`src/rtl/text_pixel_compositor.sv`:
```
// Text overlay compositor: realigns video timing with the text pipeline and picks black/fg/bg per pixel.
// Optional glyph blink is enabled by defining TEXT_PIXEL_COMPOSITOR_BLINK_EN.
module text_pixel_compositor #(
    parameter int unsigned COLOUR_BITS  = 8,
    parameter int unsigned TEXT_LATENCY = 2,
    parameter int unsigned BLINK_FRAMES = 30
) (
    input  logic                     i_clk_pxl,
    input  logic                     i_rst_n,
    input  logic                     i_hsync,
    input  logic                     i_vsync,
    input  logic                     i_de,
    input  logic                     i_text_dv,
    input  logic                     i_text_data,
    input  logic                     i_text_en,
    input  logic [3*COLOUR_BITS-1:0] i_fg_rgb,
    input  logic [3*COLOUR_BITS-1:0] i_bg_rgb,
    output logic [COLOUR_BITS-1:0]   o_r,
    output logic [COLOUR_BITS-1:0]   o_g,
    output logic [COLOUR_BITS-1:0]   o_b,
    output logic                     o_hsync,
    output logic                     o_vsync,
    output logic                     o_de,
    output logic                     o_frame_start
);
    localparam int unsigned STAGES = TEXT_LATENCY + 1;
    localparam int unsigned RGB_W  = 3 * COLOUR_BITS;

    if (TEXT_LATENCY > 15 || BLINK_FRAMES < 1 || BLINK_FRAMES > 255) begin : g_bad_cfg
        $error("text_pixel_compositor: parameter out of range");
    end

    // Timing delay line, each stage packed {hsync, vsync, de}
    logic [2:0] sync_dly [STAGES];
    logic       de_aligned;

    always_ff @(posedge i_clk_pxl or negedge i_rst_n) begin
        if (!i_rst_n) begin
            for (int i = 0; i < int'(STAGES); i++) sync_dly[i] <= '0;
        end else begin
            sync_dly[0] <= {i_hsync, i_vsync, i_de};
            for (int i = 1; i < int'(STAGES); i++) sync_dly[i] <= sync_dly[i-1];
        end
    end

    // de as it stands when the matching text bit arrives
    if (TEXT_LATENCY == 0) begin : g_lat0
        assign de_aligned = i_de;
    end else begin : g_latn
        assign de_aligned = sync_dly[TEXT_LATENCY-1][0];
    end

    assign o_hsync = sync_dly[STAGES-1][2];
    assign o_vsync = sync_dly[STAGES-1][1];
    assign o_de    = sync_dly[STAGES-1][0];

    logic vsync_q;

    always_ff @(posedge i_clk_pxl or negedge i_rst_n) begin
        if (!i_rst_n) begin
            vsync_q       <= 1'b0;
            o_frame_start <= 1'b0;
        end else begin
            vsync_q       <= i_vsync;
            o_frame_start <= i_vsync & ~vsync_q;
        end
    end

    // Colours are latched once per frame so mid-frame writes never tear the picture
    logic [RGB_W-1:0] fg_sh;
    logic [RGB_W-1:0] bg_sh;

    always_ff @(posedge i_clk_pxl or negedge i_rst_n) begin
        if (!i_rst_n) begin
            fg_sh <= '0;
            bg_sh <= '0;
        end else if (o_frame_start) begin
            fg_sh <= i_fg_rgb;
            bg_sh <= i_bg_rgb;
        end
    end

`ifdef TEXT_PIXEL_COMPOSITOR_BLINK_EN
    logic [7:0] frame_cnt;
    logic       visible;

    always_ff @(posedge i_clk_pxl or negedge i_rst_n) begin
        if (!i_rst_n) begin
            frame_cnt <= '0;
            visible   <= 1'b1;
        end else if (o_frame_start) begin
            if (frame_cnt == 8'(BLINK_FRAMES - 1)) begin
                frame_cnt <= '0;
                visible   <= ~visible;
            end else begin
                frame_cnt <= frame_cnt + 8'd1;
            end
        end
    end
`else
    logic visible;
    assign visible = 1'b1;
`endif

    logic             text_on_c;
    logic [RGB_W-1:0] pix_c;
    logic [RGB_W-1:0] rgb_q;

    always_comb begin
        pix_c     = '0;
        text_on_c = i_text_en & i_text_dv & i_text_data & visible;
        if (de_aligned) pix_c = text_on_c ? fg_sh : bg_sh;
    end

    always_ff @(posedge i_clk_pxl or negedge i_rst_n) begin
        if (!i_rst_n) rgb_q <= '0;
        else          rgb_q <= pix_c;
    end

    assign o_r = rgb_q[RGB_W-1 -: COLOUR_BITS];
    assign o_g = rgb_q[2*COLOUR_BITS-1 -: COLOUR_BITS];
    assign o_b = rgb_q[COLOUR_BITS-1:0];
endmodule

```
`config.mk`:
```
export PLATFORM = sky130hd
export DESIGN_NAME = text_pixel_compositor
export DESIGN_NICKNAME = d
export VERILOG_FILES = /design/src/rtl/text_pixel_compositor.sv
export SDC_FILE = /design/constraint.sdc
export NUM_CORES = 1
export LEC_CHECK = 0
export BUFFER_PORTS_ARGS = -buffer_cell sky130_fd_sc_hd__buf_2
export CORE_ASPECT_RATIO = 1.75
export CORE_UTILIZATION = 40
export CTS_CLUSTER_DIAMETER = 50
export DETAILED_ROUTE_END_ITERATION = 7
export HOLD_SLACK_MARGIN = 0.03
export MAX_ROUTING_LAYER = met4
export PLACE_DENSITY = 0.75
export SYNTH_ARGS = -nofsm -noshare
export SYNTH_HDL_FRONTEND = slang
export SYNTH_SLANG_ARGS = --single-unit
```
`constraint.sdc`:
```
create_clock -name i_clk_pxl -period 1.4 [get_ports i_clk_pxl]
set_input_delay 0.14 -clock i_clk_pxl [delete_from_list [all_inputs] [get_ports i_clk_pxl]]
set_output_delay 0.14 -clock i_clk_pxl [all_outputs]
set_load 0.1 [all_outputs]
```
==> After elaboration in Yosys (flattened, before gate mapping) <==
Cells that the tools add are included.
{ "totals": {"inputBits": 56, "reg_bits": 83, "out_inout_bits": 28, "word_cells": 14} }
{ "classes": {"n_mux": 2, "bitwise": 4} }
{ "ops": {"columns": ["op", "count"], "rows": [
  ["$mux W24", 2],
  ["$and A1 B1 Y1", 3],
  ["$not A1 Y1", 1]
]} }

==> Logic depth before layout (Yosys ltp) <==
{ "depth": {"depth_word": 4, "depth_mapped": 4, "mapped_depth_nobuf": 2} }

==> Worst setup path before layout <==
OpenSTA, ideal clock, no wires.
{ "synth_path": {"path_kind": "register to register", "startpoint": "reg o_frame_start", "endpoint": "reg fg_sh[10]", "slack_ps": -368, "t_arrival_ps": 1643, "period_less_slack_ps": 1768, "required_time_ps": 1275, "n_path_buf": 2, "setup_time_ps": 125, "stages_incl_launch_ff": 4, "path_cell_list": "dfrtp_1 buf_6 buf_6 mux2_4"} }
{ "synth_rtl": {"columns": ["element", "line_no", "source"], "rows": [
  ["start: declaration", "24", "output logic o_frame_start"],
  ["start signal: assignment", "65", "o_frame_start <= i_vsync & ~vsync_q;"],
  ["end signal: assignment", "78", "fg_sh <= i_fg_rgb;"],
  ["end: declaration", "70", "logic [RGB_W-1:0] fg_sh;"]
]} }
No word-level cell between the ends.

==> Final worst setup path <==
{ "layout_path": {"startpoint": "reg o_frame_start", "endpoint": "out o_frame_start"} }
No word-level cell between the ends.

==> metrics.md <==
| Metric | Value |
|---|---|
| Status | complete, no violations |
| Total negative setup slack | 0 ps |
| Cells taking the most area after synthesis | sky130_fd_sc_hd__dfrtp_1 (64%), sky130_fd_sc_hd__mux2_2 (9.8%), sky130_fd_sc_hd__mux2_4 (9.3%) |
| Worst-path maximum fanout | 27 |
| Maximum number of pins on one net before global-route repair | 35 |
| Flops & latches, synth | slightly above 80 |
| Total wire length after detailed routing | 5920 um |
| Final #Nets | 376 |
| Post-DP HPWL | 4020 um |
| Mapped Avg Cell Area | ~15 sq um |
| Overall die area | 8430 sq um |
| Count of flip-flops with a built-in enable after synthesis | 0 |
| Final Setup Violations | 0 |
| Clock share of power | around 34% |
| Sequential group share of total power | 44.1% |
| Final Total Pwr | ~0.0064 W |
| Library cell contributing the largest single delay on the critical path | sky130_fd_sc_hd__dfrtp_4 |
| TritonCTS Buffers | 9 |
| Clock input transition at the sequential cells of the worst setup and hold paths | 60 ps |
| Maximum clock insertion buffer count | 2 |
| Per-cell routed wire length | 14.3 um |
| Top cells by count, synth | sky130_fd_sc_hd__dfrtp_1 (82), sky130_fd_sc_hd__nand2_1 (48), sky130_fd_sc_hd__mux2_2 (28) |
| Minimum clock period after layout | 1350 ps |
| Transition at the pin with the smallest max-transition slack | 524 ps |
| Worst Path Required | 1260 ps |
| Synth Flop Type | sky130_fd_sc_hd__dfrtp_1 |
| Final period utilization | between 90% and 100% |
| Via-per-instance ratio | 4.75 |
| Leakage power of the design | 2.03 nW |
| Worst Hold Depth | 2 |
| Number of antenna violations at the first check in global routing | 0 |
| Cell type with the highest aggregate area in the netlist | sky130_fd_sc_hd__dfrtp_1 |
| Die Wd | 69.8 um |
| Remaining design rule violation count | 0 |
| Psw | ~0.0019 W |
| Utilization of the core after routing | 53.3% |
| Arrival time of data at the critical path endpoint | ~1200 ps |
| Number of primary I/O pins | 84 |
| Post-DRT Antenna Nets | 0 |
| Unrepaired setup endpoints after global routing | false |
| Startpoint kind of the worst setup timing path | flip-flop |
| Number of H-tree levels | 3 |
| Die height | 121 um |
| Yosys top cell area share | 63.7% |
| Async set-or-reset flop fraction in the synthesized netlist | 100% |
| Crit path largest cell delay | 500 ps |
| Hold Vio Cnt, Final | 0 |
| Fmax achieved | between 0.7 and 0.8 GHz |
| Endpoint type of the worst setup path | output pin |
| TritonCTS clock tree | yes |
| Cell repeated most along the worst path | sky130_fd_sc_hd__buf_12 |
| Core Area | between 7000 and 8000 sq um |
| Diodes inserted | 0 |
| Number of standard cells after synthesis | 217 |
| Starting density of the core | 41.0% |
| Number of detailed-routing iterations run before antenna repair | 4 |
| Total number of clock tree sinks | 82 |
| Setup Fix Bufs, Post-CTS | 0 |
| Std-Cell Rows | 43 |
| Number of cells upsized or downsized after cts | 0 |
| Proportion of synthesized chip area in sequential cells | between 60% and 70% |
| Via count of the first global-routing pass | 2080 |
| IR Drop Worst-Case VDD | approximately 0.00068 V |
| Max-slew headroom at the worst pin | 65.3% |
| Count of distinct cell types in the synthesized netlist | 12 |
| Yosys warnings | 0 |
| Detailed router's first-iteration violation count | 91 |
| Internal power | 0.00446 W |
| Worst setup path class | flip-flop to output pin |
| Number of nets in the synthesized netlist | 273 |
| Overall global routing resource usage | 16.3% |
| Worst Reg-to-Reg Cells | 2 |
| Weighted congestion reported at the end of routability-driven placement | 0.778 |
| CP cell instances | buf_12, buf_12 |
| First-pass GRT wire length | 9910 um |
| Combinational group share of total power | 21.5% |
| P per Cell Area | 1520 nW/um^2 |
| Number of vias in the routed layout | 1973 |
| Class of the worst hold path | input pin to flip-flop |
| Root Driver | sky130_fd_sc_hd__clkbuf_16 |
| Worst setup skew after layout | 3.92 ps |
| Area added between synthesis and finish | 30.0% |
| Most frequent cell after synthesis | sky130_fd_sc_hd__dfrtp_1 |
| Total grt overflow | 0 |
| Insertion delay to the later sink of the worst-skew pair | roughly 330 ps |
| Switching portion of total power | roughly 30% |
| Fraction of layout instances using a drive strength above 1 | between 40% and 50% |
| Fin. max-slew vios | 0 |
| Max Cap Viol | 0 |
| Mapped cell area | 3220 sq um |
| Port Buffers | 83 |
[flip-flops by register name (all words and copies together) (netlist names), 5 cells and up]
signal	cells
bg_sh	24
fg_sh	24
rgb_q	24
sync_dly	5
[cells by family (layout without fill, tap and decap cells)]
kind of cell | after synthesis | count (layout) | synth area share (%)
buffers and inverters | 13 | 121 | 3.73
AND/OR/NAND/NOR | 50 | 50 | 5.98
flip-flops | 82 | 82 | 63.7
multiplexers | 72 | 72 | 26.6
[metal layers]
metal / up-vias / routed length [um] / track usage [%]
met2: 51 / 3180 / 25.8
met4: 0 / 249 / 11.1
met1: 973 / 2290 / 18.1
met5: - / 0 / -
met3: 19 / 192 / 3.75
li1: 930 / - / -
[layout make-up]
cell class                      instances  area [sq um]
Timing Repair Buffer                  105           683
Clock inverter                          2          10.0
Clock buffer                           14           274
Tap cell                               90           113
Multi-Input combinational cell        122          1050
Sequential cell                        82          2060
Fill cell                             659          3670
[repair_timing]
item,CTS,global route
endpoints found under the setup margin,0,0
hold buffers,14,0
hold endpoints to repair,40,0
[critical path: cells and delay by family, from the launching register on]
family,cells,cell delay (ps)
buf+inv,2,360
flops,1,500
[metrics by stage]
step / hold slack [ps] / instances / area [sq um] / setup WS [ps]
after floorplan: -156 / 217 / 3220 / 16.3
after global placement: 94.1 / 385 / 3760 / 280
after detailed placement: 100 / 385 / 3760 / 256
after CTS: 30.2 / 415 / 4190 / 35.1
after global routing: 33.6 / 415 / 4190 / 24.8
final: 42.0 / 415 / 4190 / 53.3
[cell usage in the layout, fill, tap and decap left out]
master,Yosys,final
sky130_fd_sc_hd__nand2_1,48,48
sky130_fd_sc_hd__mux2i_1,24,24
sky130_fd_sc_hd__mux2_4,20,20
sky130_fd_sc_hd__buf_4,1,5
sky130_fd_sc_hd__clkbuf_8,0,3
sky130_fd_sc_hd__buf_12,2,5
sky130_fd_sc_hd__buf_2,4,81
sky130_fd_sc_hd__dlygate4sd3_1,0,14
sky130_fd_sc_hd__dfrtp_4,0,1
sky130_fd_sc_hd__clkinv_2,0,2
sky130_fd_sc_hd__dfrtp_1,82,81
sky130_fd_sc_hd__clkbuf_16,0,9
sky130_fd_sc_hd__and3_2,0,1
sky130_fd_sc_hd__clkbuf_1,2,2
sky130_fd_sc_hd__mux2_2,28,28
sky130_fd_sc_hd__nor2b_1,1,1
[final timing paths]
kind / from / end / slack, ps
min in group asynchronous: i_rst_n / sync_dly[5] / 290
hold / removal: i_bg_rgb[9] / bg_sh[9] / 40
setup / recovery: o_frame_start / o_frame_start / 50
setup reg to reg: o_frame_start / bg_sh[12] / 250
max in group asynchronous: i_rst_n / fg_sh[20] / 590
hold reg to reg: sync_dly[6] / de_aligned / 350
[power by group through the flow]
stage | Combinational, W | Clock [W] | Sequential, W
finish | 0.00137 | 0.00219 | 0.00280
global route | 0.00145 | 0.00236 | 0.00284
CTS | 0.00138 | 0.00225 | 0.00281
detailed placement | 0.00135 | 0 | 0.00284
global placement | 0.00132 | 0 | 0.00283
floorplan | 0.000427 | 0 | 0.00344
Power figures use the tool's default switching activity.
